## config.mk

```make
export PLATFORM = sky130hd
export DESIGN_NAME = mul_seq_ctrl_flat
export DESIGN_NICKNAME = d
export VERILOG_FILES = /design/src/rtl/mul_seq_ctrl_if.sv /design/src/rtl/mul_seq_ctrl.sv /design/src/flat_wrapper.sv
export SDC_FILE = /design/constraint.sdc
export NUM_CORES = 1
export LEC_CHECK = 0
export CORE_MARGIN = 2
export CORE_UTILIZATION = 55
export DETAILED_ROUTE_END_ITERATION = 7
export HOLD_SLACK_MARGIN = 0.05
export PLACE_DENSITY = 0.82
export SYNTH_ARGS = -nofsm -noshare
export SYNTH_HDL_FRONTEND = slang
export SYNTH_SLANG_ARGS = --single-unit
```

## constraint.sdc

```tcl
create_clock -name clk -period 5.1 [get_ports clk]
set_input_delay 1.02 -clock clk [delete_from_list [all_inputs] [get_ports clk]]
set_output_delay 1.02 -clock clk [all_outputs]
set_load 0.01 [all_outputs]
```

## src/rtl/mul_seq_ctrl_if.sv

```systemverilog
// Handshake between the execute stage (master) and the multiply sequencer (slave).
// The product_hi signal exists only when MUL_HI_EN is defined.
interface mul_seq_ctrl_if #(
    parameter int WIDTH = 32
);
    logic             execute;
    logic [2:0]       alu_ctrl;
    logic             flush;
    logic [WIDTH-1:0] multiplier;
    logic [WIDTH-1:0] multiplicand;
    logic             stall;
    logic             busy;
    logic             result_valid;
    logic [WIDTH-1:0] product;
`ifdef MUL_HI_EN
    logic [WIDTH-1:0] product_hi;

    modport master (
        output execute, alu_ctrl, flush, multiplier, multiplicand,
        input  stall, busy, result_valid, product, product_hi
    );

    modport slave (
        input  execute, alu_ctrl, flush, multiplier, multiplicand,
        output stall, busy, result_valid, product, product_hi
    );
`else
    modport master (
        output execute, alu_ctrl, flush, multiplier, multiplicand,
        input  stall, busy, result_valid, product
    );

    modport slave (
        input  execute, alu_ctrl, flush, multiplier, multiplicand,
        output stall, busy, result_valid, product
    );
`endif
endinterface

```

## src/rtl/mul_seq_ctrl.sv

```systemverilog
// Radix-2 shift-add multiply sequencer that stalls the pipeline for WIDTH+1 cycles.
// Optional feature macro MUL_HI_EN keeps the full 2*WIDTH accumulator and drives product_hi.
module mul_seq_ctrl #(
    parameter int         WIDTH  = 32,
    parameter logic [2:0] MUL_OP = 3'b001
) (
    input  logic          clk,
    input  logic          rst_n,
    mul_seq_ctrl_if.slave bus
);
    localparam int CW = (WIDTH > 1) ? $clog2(WIDTH) : 1;
`ifdef MUL_HI_EN
    localparam int AW = 2 * WIDTH;
`else
    // Only the low product half is visible, so the upper half is never built.
    localparam int AW = WIDTH;
`endif

    typedef enum logic [1:0] {IDLE, BUSY, DONE} state_t;

    state_t           state;
    state_t           state_next;
    logic [AW-1:0]    acc;
    logic [AW-1:0]    mcand;
    logic [WIDTH-1:0] mplier;
    logic [CW-1:0]    count;
    logic             start;
    logic             accept;
    logic             last_iter;

    assign start     = bus.execute && (bus.alu_ctrl == MUL_OP);
    assign accept    = start && !bus.flush;
    assign last_iter = (count == CW'(WIDTH - 1));

    always_ff @(posedge clk or negedge rst_n) begin
        if (!rst_n) begin
            state <= IDLE;
        end else begin
            state <= state_next;
        end
    end

    always_comb begin
        state_next = state;
        if (bus.flush) begin
            state_next = IDLE;
        end else begin
            case (state)
                IDLE:    if (start) state_next = BUSY;
                BUSY:    if (last_iter) state_next = DONE;
                DONE:    state_next = IDLE;
                default: state_next = IDLE;
            endcase
        end
    end

    always_comb begin
        bus.stall        = 1'b0;
        bus.busy         = (state == BUSY);
        bus.result_valid = (state == DONE);
        bus.product      = '0;
`ifdef MUL_HI_EN
        bus.product_hi   = '0;
`endif
        if (!bus.flush) begin
            bus.stall = ((state == IDLE) && start) || (state == BUSY);
        end
        if (state == DONE) begin
            bus.product    = acc[WIDTH-1:0];
`ifdef MUL_HI_EN
            bus.product_hi = acc[AW-1:WIDTH];
`endif
        end
    end

    always_ff @(posedge clk or negedge rst_n) begin
        if (!rst_n) begin
            acc    <= '0;
            mcand  <= '0;
            mplier <= '0;
            count  <= '0;
        end else if (bus.flush) begin
            acc   <= '0;
            count <= '0;
        end else begin
            case (state)
                IDLE: begin
                    if (accept) begin
                        acc    <= '0;
                        count  <= '0;
                        mcand  <= AW'(bus.multiplicand);
                        mplier <= bus.multiplier;
                    end
                end
                BUSY: begin
                    if (mplier[0]) begin
                        acc <= acc + mcand;
                    end
                    mcand  <= mcand << 1;
                    mplier <= mplier >> 1;
                    count  <= count + CW'(1);
                end
                default: ;
            endcase
        end
    end
endmodule
```

## src/flat_wrapper.sv

```systemverilog
// flat-port wrapper written by rule: the top's interface ports become plain ports
module mul_seq_ctrl_flat 
#(
    parameter int         WIDTH  = 32,
    parameter logic [2:0] MUL_OP = 3'b001
)
  (clk, rst_n, bus_execute, bus_alu_ctrl, bus_flush, bus_multiplier, bus_multiplicand, bus_stall, bus_busy, bus_result_valid, bus_product);
  mul_seq_ctrl_if #(.WIDTH(WIDTH)) bus_i ();
  input  logic clk;
  input  logic rst_n;
  input wire logic [$bits(bus_i.execute)-1:0] bus_execute;
  input wire logic [$bits(bus_i.alu_ctrl)-1:0] bus_alu_ctrl;
  input wire logic [$bits(bus_i.flush)-1:0] bus_flush;
  input wire logic [$bits(bus_i.multiplier)-1:0] bus_multiplier;
  input wire logic [$bits(bus_i.multiplicand)-1:0] bus_multiplicand;
  output wire logic [$bits(bus_i.stall)-1:0] bus_stall;
  output wire logic [$bits(bus_i.busy)-1:0] bus_busy;
  output wire logic [$bits(bus_i.result_valid)-1:0] bus_result_valid;
  output wire logic [$bits(bus_i.product)-1:0] bus_product;
  assign bus_i.execute = bus_execute;
  assign bus_i.alu_ctrl = bus_alu_ctrl;
  assign bus_i.flush = bus_flush;
  assign bus_i.multiplier = bus_multiplier;
  assign bus_i.multiplicand = bus_multiplicand;
  assign bus_stall = bus_i.stall;
  assign bus_busy = bus_i.busy;
  assign bus_result_valid = bus_i.result_valid;
  assign bus_product = bus_i.product;
  mul_seq_ctrl #(.WIDTH(WIDTH), .MUL_OP(MUL_OP)) u_core (.clk(clk), .rst_n(rst_n), .bus(bus_i));
endmodule
```

==> qor.yml <==
power:
  power_mw: 2.45
  p_leak_nw: 3.44
  irDropWorstVdd_mv: 0.361
  powerDensity_nw_per_um2: 321
clocking:
  cts_max_path_buffers: 2
  cts.sinks: 103
  htree_levels: 3
  insertion_delay_ns: 0.35
  cts-resized-gates: 0
  numCtsBuffers: 9
  tritoncts: "built"
  cts_setup_buffers: 0
  root_buffer: "clkbuf_16"
  cts_hold_buffers: 0
  clkTransAtPathRegs_ns: 0.07
synthesis:
  synth_cells: 743
  yosysWarnings: 0
  synth_edf_count: 0
  ys_seq_area_frac: 0.414
  syn_avg_cell_area_um2: 8.38
  synthArstFlopShare: 1.00
  synth_area_um2: 6220
  syn-num-nets: 848
  synth_seq_cells: 103
  ys_types: 59
  synth_ff_type: "dfrtp_1"
layout:
  layout_common_cells: "nand2_1 (178), clkdlybuf4s50_1 (104), dfrtp_1 (103)"
  seqCellArea_um2: 2580
  final_common_cell: "nand2_1"
  design_area_um2: 7640
  multiInputGateArea_um2: 3450
  syn_to_final_growth_pct: 22.7
  diodes: 0
  nets: 931
  post_layout_nonfiller_instances: 969
  drive_gt1_frac: 0.0507
  final_core_util: 0.698
  nFillCells: 916
timing:
  period_share: 0.752
  maxSlewHeadroom: 0.366
  max_slew.worst_pin.slew_ns: 0.951
  fmax_mhz: 261
  rsz0062_at_grt: "no"
  hold_viol: 0
  maxSlewViolCount: 0
  setup_viol: 0
  tns_ns: 0
  fin_crit_ns: 3.83
  fin_skew_ns: 0.00883
floorplan:
  die_h_um: 110
  core_area_um2: 10900
  initial_core_util: 0.569
  die_w_um: 110
  die_area_um2: 12200
  io_pins: 106
  fp-row-count: 38
min_path:
  worstHoldStart: "u_core.state[1]$_DFFE_PN0P_"
  holdCritPathClass: "flip-flop to flip-flop"
placement:
  portBuffers: 105
  dp_cells: 955
  postPlaceCellArea_um2: 7360
  hpwl_um: 10500
  gp_congestion: 0.873
critical_path:
  r2r_start: "u_core.state[1]$_DFFE_PN0P_"
  crit_required_ns: 4.08
  cp-startpoint: "bus_execute"
  rrSetupSlack_ns: 1.76
  crit_fanout: 5
  critPathKind: "primary input to output pin"
  critPathArrivalTime_ns: 2.81
  cp-end-kind: "output pin"
  startpoint_type: "primary input"
routing:
  drtAntennaViolNets: 0
  drtIter0Drc: 283
  avgViaCountPerCell: 5.82
  wl_per_cell_um: 15.4
  num_vias: 5635
  drt-total-wl_um: 14900
  dr.pass1.iters: 5
  drcViolationCount: 0
global_routing:
  grt_overflow: 0
  grt_usage: 0.262
  grt_pass1_wl_um: 25200
  antenna_found_initial: 0
  grt_max_degree: 107
  grt_pass1_vias: 5602
outcome:
  outcome: "finished clean"
job:
  maxCapViolCount: 0
==> stage by stage <==
stage                     setup slack (ns)  hold slack [ns]
after floorplan                       1.92            0.435
after global placement                1.26            0.451
after detailed placement              1.26            0.476
after CTS                             1.25            0.482
after global routing                  1.17            0.502
final                                 1.27            0.482
==> state kept, by name, summed over array words and instances, names as in the netlist <==
| register | count |
|---|---|
| u_core.mplier | 32 |
| u_core.mcand | 32 |
| u_core.acc | 32 |
| u_core.state | 2 |
| u_core.count | 5 |
==> worst paths after layout <==
kind	endpoint	cells after the start
setup / recovery	bus_stall	5
hold / removal	u_core.state[0]$_DFFE_PN0P_	1
setup reg to reg	u_core.acc[31]$_DFFE_PN0P_	10
hold reg to reg	u_core.state[0]$_DFFE_PN0P_	1
max in group asynchronous	u_core.mplier[18]$_DFFE_PN0P_	2
min in group asynchronous	u_core.mcand[8]$_DFFE_PN0P_	1
==> metal layers <==
layer,part of all wire,global-route usage,up-vias,wire length (µm)
met1,0.43,0.320,2710,6400
met5,0,0,-,0
met4,0.016,0.0821,0,232
met3,0.053,0.0711,23,790
li1,-,-,2744,-
met2,0.50,0.452,158,7470
==> layout make-up <==
cell class              instances  area share
clock buffers                  11      0.0305
clock inverters                 3     0.00606
inverters                      11     0.00541
multi-input cells             588       0.452
flip-flops and latches        103       0.338
well taps                     140      0.0229
repair buffers                113       0.145
==> report_power, final <==
part | total (mW) | leakage [nW] | internal (mW) | switching [mW]
registers | 1.10 | 1.26 | 0.974 | 0.124
logic | 0.680 | 2.04 | 0.310 | 0.371
clock network | 0.671 | 0.132 | 0.376 | 0.294
==> synthesized netlist by cell type (3+ instances only) <==
| cell | number | area share |
|---|---|---|
| a21o_1 | 19 | 0.023 |
| a21oi_1 | 24 | 0.019 |
| a21oi_2 | 3 | 0.0042 |
| a22o_1 | 3 | 0.0042 |
| a31oi_1 | 65 | 0.065 |
| and2_1 | 32 | 0.032 |
| and3_1 | 3 | 0.0030 |
| buf_1 | 3 | 0.0018 |
| clkbuf_1 | 35 | 0.021 |
| dfrtp_1 | 103 | 0.41 |
| ha_1 | 33 | 0.066 |
| inv_1 | 11 | 0.0066 |
| mux2i_1 | 4 | 0.0064 |
| nand2_1 | 178 | 0.11 |
| nand2b_1 | 3 | 0.0030 |
| nand3_1 | 8 | 0.0064 |
| nand4_1 | 3 | 0.0030 |
| nor2_1 | 80 | 0.048 |
| nor2b_1 | 4 | 0.0040 |
| nor3_1 | 5 | 0.0040 |
| nor3b_1 | 5 | 0.0060 |
| o211ai_2 | 3 | 0.0060 |
| o21a_1 | 4 | 0.0048 |
| o21ai_0 | 42 | 0.034 |
| o21ai_1 | 4 | 0.0032 |
| o21bai_1 | 4 | 0.0048 |
| xnor2_1 | 11 | 0.015 |
| xor2_1 | 11 | 0.015 |
==> logic make-up after synthesis <==
group / share of synthesized area
fa+ha+maj: 0.0695
compound gates: 0.214
mux: 0.00643
flops: 0.414
xor+xnor: 0.0310
buf+inv: 0.0330
simple gates: 0.232
==> critical path, stage by stage <==
cell and delay (ns):
clkdlybuf4s50_1 0.44, nor4bb_1 0.40, o21bai_1 0.23, nor2_4 0.16
clkdlybuf4s50_1 0.56
(Power assumes the default switching activity.)
